`src/rtl/coef_fetch_pkg.sv`:
```
// Shared definitions for the coefficient fetch block: FSM encoding and default sizes.
package coef_fetch_pkg;

    localparam int DEF_WORDSIZE = 16;
    localparam int DEF_ADDRSIZE = 5;
    localparam int DEF_NUMADDR  = 32;

    typedef enum logic [1:0] {
        ST_IDLE   = 2'd0,
        ST_FETCH  = 2'd1,
        ST_DRAIN  = 2'd2,
        ST_FINISH = 2'd3
    } state_t;

endpackage

```
`src/rtl/coef_skid_fifo.sv`:
```
// Two-entry output FIFO for coefficient pairs. Entry 0 is always the head, so
// the outputs are plain registers and hold steady while the consumer stalls.
module coef_skid_fifo
    import coef_fetch_pkg::*;
#(
    parameter int WIDTH = DEF_WORDSIZE
) (
    input  logic             clk,
    input  logic             rst_n,
    input  logic             push,
    input  logic [WIDTH-1:0] push_re,
    input  logic [WIDTH-1:0] push_im,
    input  logic             pop,
    output logic [1:0]       level,
    output logic             valid,
    output logic [WIDTH-1:0] head_re,
    output logic [WIDTH-1:0] head_im
);

    logic [WIDTH-1:0] re_reg  [2];
    logic [WIDTH-1:0] im_reg  [2];
    logic [WIDTH-1:0] re_next [2];
    logic [WIDTH-1:0] im_next [2];
    logic [1:0]       level_reg;
    logic [1:0]       level_next;
    logic [1:0]       wr_idx;
    logic             pop_ok;

    assign pop_ok     = pop & (level_reg != 2'd0);
    // A push lands in the first free slot after this cycle's pop has shifted the queue.
    assign wr_idx     = level_reg - {1'b0, pop_ok};
    assign level_next = wr_idx + {1'b0, push};

    genvar gi;
    generate
        for (gi = 0; gi < 2; gi++) begin : g_entry
            assign re_next[gi] = (push && wr_idx == 2'(gi)) ? push_re :
                                 ((pop_ok && gi == 0) ? re_reg[1] : re_reg[gi]);
            assign im_next[gi] = (push && wr_idx == 2'(gi)) ? push_im :
                                 ((pop_ok && gi == 0) ? im_reg[1] : im_reg[gi]);
        end
    endgenerate

    always_ff @(posedge clk or negedge rst_n) begin
        if (!rst_n) begin
            level_reg <= 2'd0;
            for (int i = 0; i < 2; i++) begin
                re_reg[i] <= '0;
                im_reg[i] <= '0;
            end
        end else begin
            level_reg <= level_next;
            for (int i = 0; i < 2; i++) begin
                re_reg[i] <= re_next[i];
                im_reg[i] <= im_next[i];
            end
        end
    end

    assign level   = level_reg;
    assign valid   = (level_reg != 2'd0);
    assign head_re = re_reg[0];
    assign head_im = im_reg[0];

endmodule

```
`src/rtl/coef_fetch.sv`:
```
// Coefficient pair fetcher: walks a strided address sequence through a registered
// ROM and streams pairs out. Optional conjugation enabled by COEF_FETCH_CONJ_EN.
module coef_fetch
    import coef_fetch_pkg::*;
#(
    parameter int WORDSIZE = DEF_WORDSIZE,
    parameter int ADDRSIZE = DEF_ADDRSIZE,
    parameter int NUMADDR  = DEF_NUMADDR
) (
    input  logic                clk,
    input  logic                rst_n,
    input  logic                start,
    input  logic [ADDRSIZE-1:0] base,
    input  logic [ADDRSIZE-1:0] stride,
    input  logic [ADDRSIZE:0]   count,
    input  logic                conj,
    output logic                busy,
    output logic                done,
    output logic                rom_cs,
    output logic [ADDRSIZE-1:0] rom_addr,
    input  logic [WORDSIZE-1:0] rom_data1,
    input  logic [WORDSIZE-1:0] rom_data2,
    output logic [WORDSIZE-1:0] out_re,
    output logic [WORDSIZE-1:0] out_im,
    output logic                out_valid,
    input  logic                out_ready
);

    state_t              state_reg, state_next;
    logic [ADDRSIZE-1:0] addr_reg, addr_next;
    logic [ADDRSIZE-1:0] stride_reg, stride_next;
    logic [ADDRSIZE:0]   left_reg, left_next;
    logic [ADDRSIZE:0]   count_eff;
    logic                inflight_reg, inflight_next;
    logic                issue;
    logic                pop;
    logic                fifo_valid;
    logic [1:0]          fifo_level;
    logic [2:0]          occupancy;
    logic [WORDSIZE-1:0] push_im;

    assign count_eff = (count > (ADDRSIZE+1)'(NUMADDR)) ? (ADDRSIZE+1)'(NUMADDR) : count;
    assign pop       = fifo_valid & out_ready;
    // Slots committed after this cycle: surviving FIFO entries plus the read in flight.
    assign occupancy = {1'b0, fifo_level} - {2'b0, pop} + {2'b0, inflight_reg};

    always_comb begin
        state_next    = state_reg;
        addr_next     = addr_reg;
        stride_next   = stride_reg;
        left_next     = left_reg;
        issue         = 1'b0;
        case (state_reg)
            ST_IDLE: begin
                if (start) begin
                    addr_next   = base;
                    stride_next = stride;
                    left_next   = count_eff;
                    state_next  = (count_eff == '0) ? ST_FINISH : ST_FETCH;
                end
            end
            ST_FETCH: begin
                if (occupancy < 3'd2) begin
                    issue     = 1'b1;
                    addr_next = addr_reg + stride_reg;
                    left_next = left_reg - 1'b1;
                    if (left_reg == (ADDRSIZE+1)'(1)) begin
                        state_next = ST_DRAIN;
                    end
                end
            end
            ST_DRAIN: begin
                if (occupancy == 3'd0) begin
                    state_next = ST_FINISH;
                end
            end
            ST_FINISH: begin
                state_next = ST_IDLE;
            end
            default: begin
                state_next = ST_IDLE;
            end
        endcase
        inflight_next = issue;
    end

    always_ff @(posedge clk or negedge rst_n) begin
        if (!rst_n) begin
            state_reg    <= ST_IDLE;
            addr_reg     <= '0;
            stride_reg   <= '0;
            left_reg     <= '0;
            inflight_reg <= 1'b0;
        end else begin
            state_reg    <= state_next;
            addr_reg     <= addr_next;
            stride_reg   <= stride_next;
            left_reg     <= left_next;
            inflight_reg <= inflight_next;
        end
    end

`ifdef COEF_FETCH_CONJ_EN
    logic conj_reg;

    always_ff @(posedge clk or negedge rst_n) begin
        if (!rst_n) begin
            conj_reg <= 1'b0;
        end else if (state_reg == ST_IDLE && start) begin
            conj_reg <= conj;
        end
    end

    // Plain two's-complement negate: the most negative code wraps onto itself.
    assign push_im = conj_reg ? -rom_data2 : rom_data2;
`else
    logic conj_unused;

    assign conj_unused = conj;
    assign push_im     = rom_data2;
`endif

    coef_skid_fifo #(
        .WIDTH (WORDSIZE)
    ) u_fifo (
        .clk     (clk),
        .rst_n   (rst_n),
        .push    (inflight_reg),
        .push_re (rom_data1),
        .push_im (push_im),
        .pop     (pop),
        .level   (fifo_level),
        .valid   (fifo_valid),
        .head_re (out_re),
        .head_im (out_im)
    );

    assign busy      = (state_reg != ST_IDLE);
    assign done      = (state_reg == ST_FINISH);
    assign rom_cs    = (state_reg == ST_FETCH) || (state_reg == ST_DRAIN);
    assign rom_addr  = addr_reg;
    assign out_valid = fifo_valid;

endmodule

```
`config.mk`:
```
export PLATFORM = sky130hd
export DESIGN_NAME = coef_fetch
export DESIGN_NICKNAME = d
export VERILOG_FILES = /design/src/rtl/coef_fetch_pkg.sv /design/src/rtl/coef_skid_fifo.sv /design/src/rtl/coef_fetch.sv
export SDC_FILE = /design/constraint.sdc
export NUM_CORES = 1
export LEC_CHECK = 0
export CORE_MARGIN = 10
export CORE_UTILIZATION = 25
export DETAILED_ROUTE_END_ITERATION = 8
export GPL_TIMING_DRIVEN = 1
export PLACE_DENSITY_LB_ADDON = 0.05
export SKIP_CTS_REPAIR_TIMING = 1
export SYNTH_ARGS = -nofsm -noshare
export SYNTH_HDL_FRONTEND = slang
export SYNTH_SLANG_ARGS = --single-unit
```
`constraint.sdc`:
```
create_clock -name clk -period 2.85 [get_ports clk]
set_input_delay 0.855 -clock clk [delete_from_list [all_inputs] [get_ports clk]]
set_output_delay 0.855 -clock clk [all_outputs]
set_load 0.005 [all_outputs]
```
==> tab_implementation.tex <==
\begin{tabular}{lr}
\hline
Metric & Value \\
\hline
\multicolumn{2}{l}{\textbf{Detailed routing}} \\
\quad Post-detailed-route via-to-cell ratio & 4.30 \\
\quad Total length of routed met2 wires & 4890 um \\
\quad Count of unresolved DRC violations after routing & 0 \\
\quad Count of antenna-violating nets left after detailed routing & 0 \\
\quad Via Count & 3064 \\
\quad Uppermost metal layer occupied by signal nets & met4 \\
\quad Routed length per instance & 15.4 um \\
\quad Initial detailed-routing violation count & 142 \\
\quad Pre-antenna DRT Iters & 5 \\
\quad Met1 routed wirelength after detailed routing & 5200 um \\
\quad Post-detailed-routing wire length & 11000 um \\
\quad Met3 routed WL & 797 um \\
\multicolumn{2}{l}{\textbf{Timing}} \\
\quad WHS & 491 ps \\
\quad Final Cycle Share & 94.3\% \\
\quad Fin. Hold Viols & 0 \\
\quad Maximum clock skew at final layout & 3.87 ps \\
\quad Worst slew slack as a fraction of its limit & 64.1\% \\
\quad Setup violations, final & 0 \\
\quad Max-slew violation count & 0 \\
\quad Final critical delay including setup and external delays & 2690 ps \\
\quad RSZ-0062 raised after global routing & no \\
\quad Peak clock frequency supported by timing & 0.372 GHz \\
\quad Slew of the pin with the lowest slew margin & 539 ps \\
\quad Setup\_tns & 0 ps \\
\multicolumn{2}{l}{\textbf{Placed design}} \\
\quad Final HPWL DP & 7590 um \\
\quad Weighted congestion at the end of routability-driven global placement & 0.731 \\
\quad Port Buffer Count & 92 \\
\multicolumn{2}{l}{\textbf{Synthesis}} \\
\quad Cell area after technology mapping & 4250 um2 \\
\quad Synthesized instance count & 419 \\
\quad Mean cell area of the mapped netlist & 10.1 um2 \\
\quad Prevailing post-synth register cell & sky130\_fd\_sc\_hd\_\_dfrtp\_1 \\
\quad Post-synth top area share & 50.1\% \\
\quad Library cell with the largest summed area after synthesis & sky130\_fd\_sc\_hd\_\_dfrtp\_1 \\
\quad Number of flops mapped to enable cells by yosys & 0 \\
\quad Post-Synthesis Net Count & 489 \\
\quad Synthesized flop and latch total & 85 \\
\quad Synth warnings & 0 \\
\quad Leading post-synthesis cells by cell area & sky130\_fd\_sc\_hd\_\_dfrtp\_1, sky130\_fd\_sc\_hd\_\_mux2\_1, sky130\_fd\_sc\_hd\_\_nand2\_1 \\
\quad Share of the yosys chip area belonging to registers & 50.1\% \\
\quad Number of distinct library cell variants in the gate-level netlist after synthesis & 37 \\
\quad Share of flip-flops with an asynchronous set or reset & 100\% \\
\multicolumn{2}{l}{\textbf{Status}} \\
\quad Run status & finished clean \\
\multicolumn{2}{l}{\textbf{Power and ir drop}} \\
\quad Power Density & 1050 nW/um2 \\
\quad Worst vdd ir & 0.327 mV \\
\quad Leakage power & 2.47 nW \\
\multicolumn{2}{l}{\textbf{Global routing}} \\
\quad Aggregate global routing overflow & 0 \\
\quad Initial antenna violation count & 0 \\
\quad Via count of the first global-routing pass & 3223 \\
\quad Global-route wire length before repair & 17500 um \\
\quad GRT Overall Usage & 10.1\% \\
\quad Largest net degree at the start of global routing & 49 \\
\multicolumn{2}{l}{\textbf{Clock tree}} \\
\quad Clock latency on the worst-skew pair & 340 ps \\
\quad Num CTS Buffers & 9 \\
\quad CTS Sinks & 85 \\
\quad Buffer type at the clock tree root & sky130\_fd\_sc\_hd\_\_clkbuf\_16 \\
\quad CTS tree & yes \\
\quad H-Tree Depth & 3 \\
\quad Clock-pin slew of the registers on the worst-case setup and hold paths & 60 ps \\
\quad Max clock buf depth & 2 \\
\multicolumn{2}{l}{\textbf{Worst setup path}} \\
\quad Required arrival time at the worst endpoint & 3050 ps \\
\quad R2R cell count & 14 \\
\quad Maximum net fanout on the critical path & 20 \\
\quad Max stage delay on crit path & 390 ps \\
\quad Endpoint type of the worst setup path & flip-flop \\
\quad Origin of the worst setup path & out\_ready \\
\quad Critical path launch point type & input port \\
\quad Arrival time reported for the critical path endpoint & 2890 ps \\
\quad Critical-path cell with the highest stage delay & sky130\_fd\_sc\_hd\_\_fa\_2 \\
\quad Most frequent CP cell & sky130\_fd\_sc\_hd\_\_ha\_4 \\
\quad Cell Chain, Critical Path & dlymetal6s2s\_1, nand2\_8, inv\_6, ha\_4, inv\_2, ha\_4, fa\_2, xnor2\_4, nor3b\_2, o21ai\_2, buf\_12, o21bai\_1, a21oi\_1 \\
\quad Startpoint of the lowest-slack register-to-register path & u\_fifo.level[1]\$\_DFF\_PN0\_ \\
\quad Capture instance of the worst register-to-register path & left\_reg[5]\$\_DFFE\_PN0P\_ \\
\quad Start-to-end type of the worst setup path & input port to flip-flop \\
\quad Reg2reg setup slack & 210 ps \\
\multicolumn{2}{l}{\textbf{Floorplan}} \\
\quad Area enclosed by the die boundary & 22600 um2 \\
\quad Top-level port count & 94 \\
\quad Die Wd & 150 um \\
\quad Effective utilization at floorplan & 25.5\% \\
\quad Core ar. & 16600 um2 \\
\quad Row cnt & 47 \\
\quad Die height & 150 um \\
\multicolumn{2}{l}{\textbf{Final layout}} \\
\quad Highest-count cells in the layout ignoring fill and taps & sky130\_fd\_sc\_hd\_\_clkdlybuf4s50\_1, sky130\_fd\_sc\_hd\_\_dfrtp\_1, sky130\_fd\_sc\_hd\_\_nand2\_1, sky130\_fd\_sc\_hd\_\_nor2\_1, sky130\_fd\_sc\_hd\_\_a31oi\_1 \\
\quad Number of antenna diodes & 0 \\
\quad Syn-to-layout area delta & 33.0\% \\
\quad Commonest non-fill, non-tap cell in the layout & sky130\_fd\_sc\_hd\_\_clkdlybuf4s50\_1 \\
\quad Layout Nets & 557 \\
\quad Fraction of layout cells with a size suffix above 1 & 10.4\% \\
\quad Number of fillers in the final layout & 1684 \\
\multicolumn{2}{l}{\textbf{Job}} \\
\quad Number of max-cap violations & 0 \\
\multicolumn{2}{l}{\textbf{Worst hold path}} \\
\quad Class of the tightest hold or removal check & input port to async pin \\
\hline
\end{tabular}
-- Yosys cell counts, drive strengths merged, types with 3 or more instances --
master,n
o21ai,9
nor3,3
a31oi,33
dfrtp,85
nor2,41
a21oi,12
ha,15
inv,20
clkbuf,12
mux2i,7
xnor2,6
buf,39
nand2,73
nand3,3
nor3b,4
mux2,37
-- worst max-delay path by stage --
stage,end,slack (ps),cells past startpoint
finish,left_reg[5]$_DFFE_PN0P_,160,13
global route,left_reg[5]$_DFFE_PN0P_,40,14
CTS,left_reg[5]$_DFFE_PN0P_,-270,13
detailed placement,left_reg[5]$_DFFE_PN0P_,-620,13
global placement,left_reg[5]$_DFFE_PN0P_,-620,13
floorplan,left_reg[5]$_DFFE_PN0P_,-10,13
-- layout make-up --
cell class	instances	area, um2	share of cell area, %
Timing Repair Buffer	108	1090	19.3
Clock inverter	4	22.5	0.399
Sequential cell	85	2130	37.7
Multi-Input combinational cell	263	1790	31.7
Clock buffer	12	256	4.54
Tap cell	220	275	4.88
Inverter	20	80.1	1.42
-- metrics by stage --
| stage | utilization, % | cells | setup slack (ps) | power [mW] | cell area (um2) |
|---|---|---|---|---|---|
| global route | 33.9 | 712 | 41.1 | 6.48 | 5640 |
| global placement | 32.2 | 696 | -620 | 4.86 | 5360 |
| finish | 33.9 | 712 | 163 | 5.95 | 5640 |
| detailed placement | 32.2 | 696 | -620 | 4.91 | 5360 |
| CTS | 33.9 | 712 | -273 | 6.09 | 5640 |
| floorplan | - | 419 | -12.4 | 3.90 | 4310 |
-- routing by layer --
layer,vias up,global-route usage [%]
met5,-,0
met4,0,2.77
met3,5,4.53
met2,76,15.1
met1,1464,12.8
li1,1519,-
-- cells by family (layout without fill, tap and decap cells) --
logic type / count (synthesis) / after routing / share of synthesized area, %
buf+inv: 71 / 144 / 9.31
mux: 44 / 44 / 11.5
xor+xnor: 6 / 6 / 1.41
simple gates: 133 / 133 / 13.1
compound gates: 63 / 63 / 9.28
flops: 85 / 85 / 50.1
fa+ha+maj: 17 / 17 / 5.36
-- where the power goes --
part / total (mW) / switching, mW / leakage, nW / internal, mW
registers: 2.09 / 0.318 / 1.06 / 1.77
clock network: 1.12 / 0.486 / 0.138 / 0.634
logic: 2.74 / 1.26 / 1.27 / 1.48
total: 5.95 / 2.06 / 2.47 / 3.88
-- worst max-delay path: cells and delay by family --
kind | cells | cell delay (ps)
AO/OA/AOI/OAI | 3 | 320
XOR/XNOR | 1 | 180
adder cells (fa/ha/maj) | 3 | 770
buffers and inverters | 4 | 410
AND/OR/NAND/NOR | 2 | 330
Power figures use the tool's default switching activity.
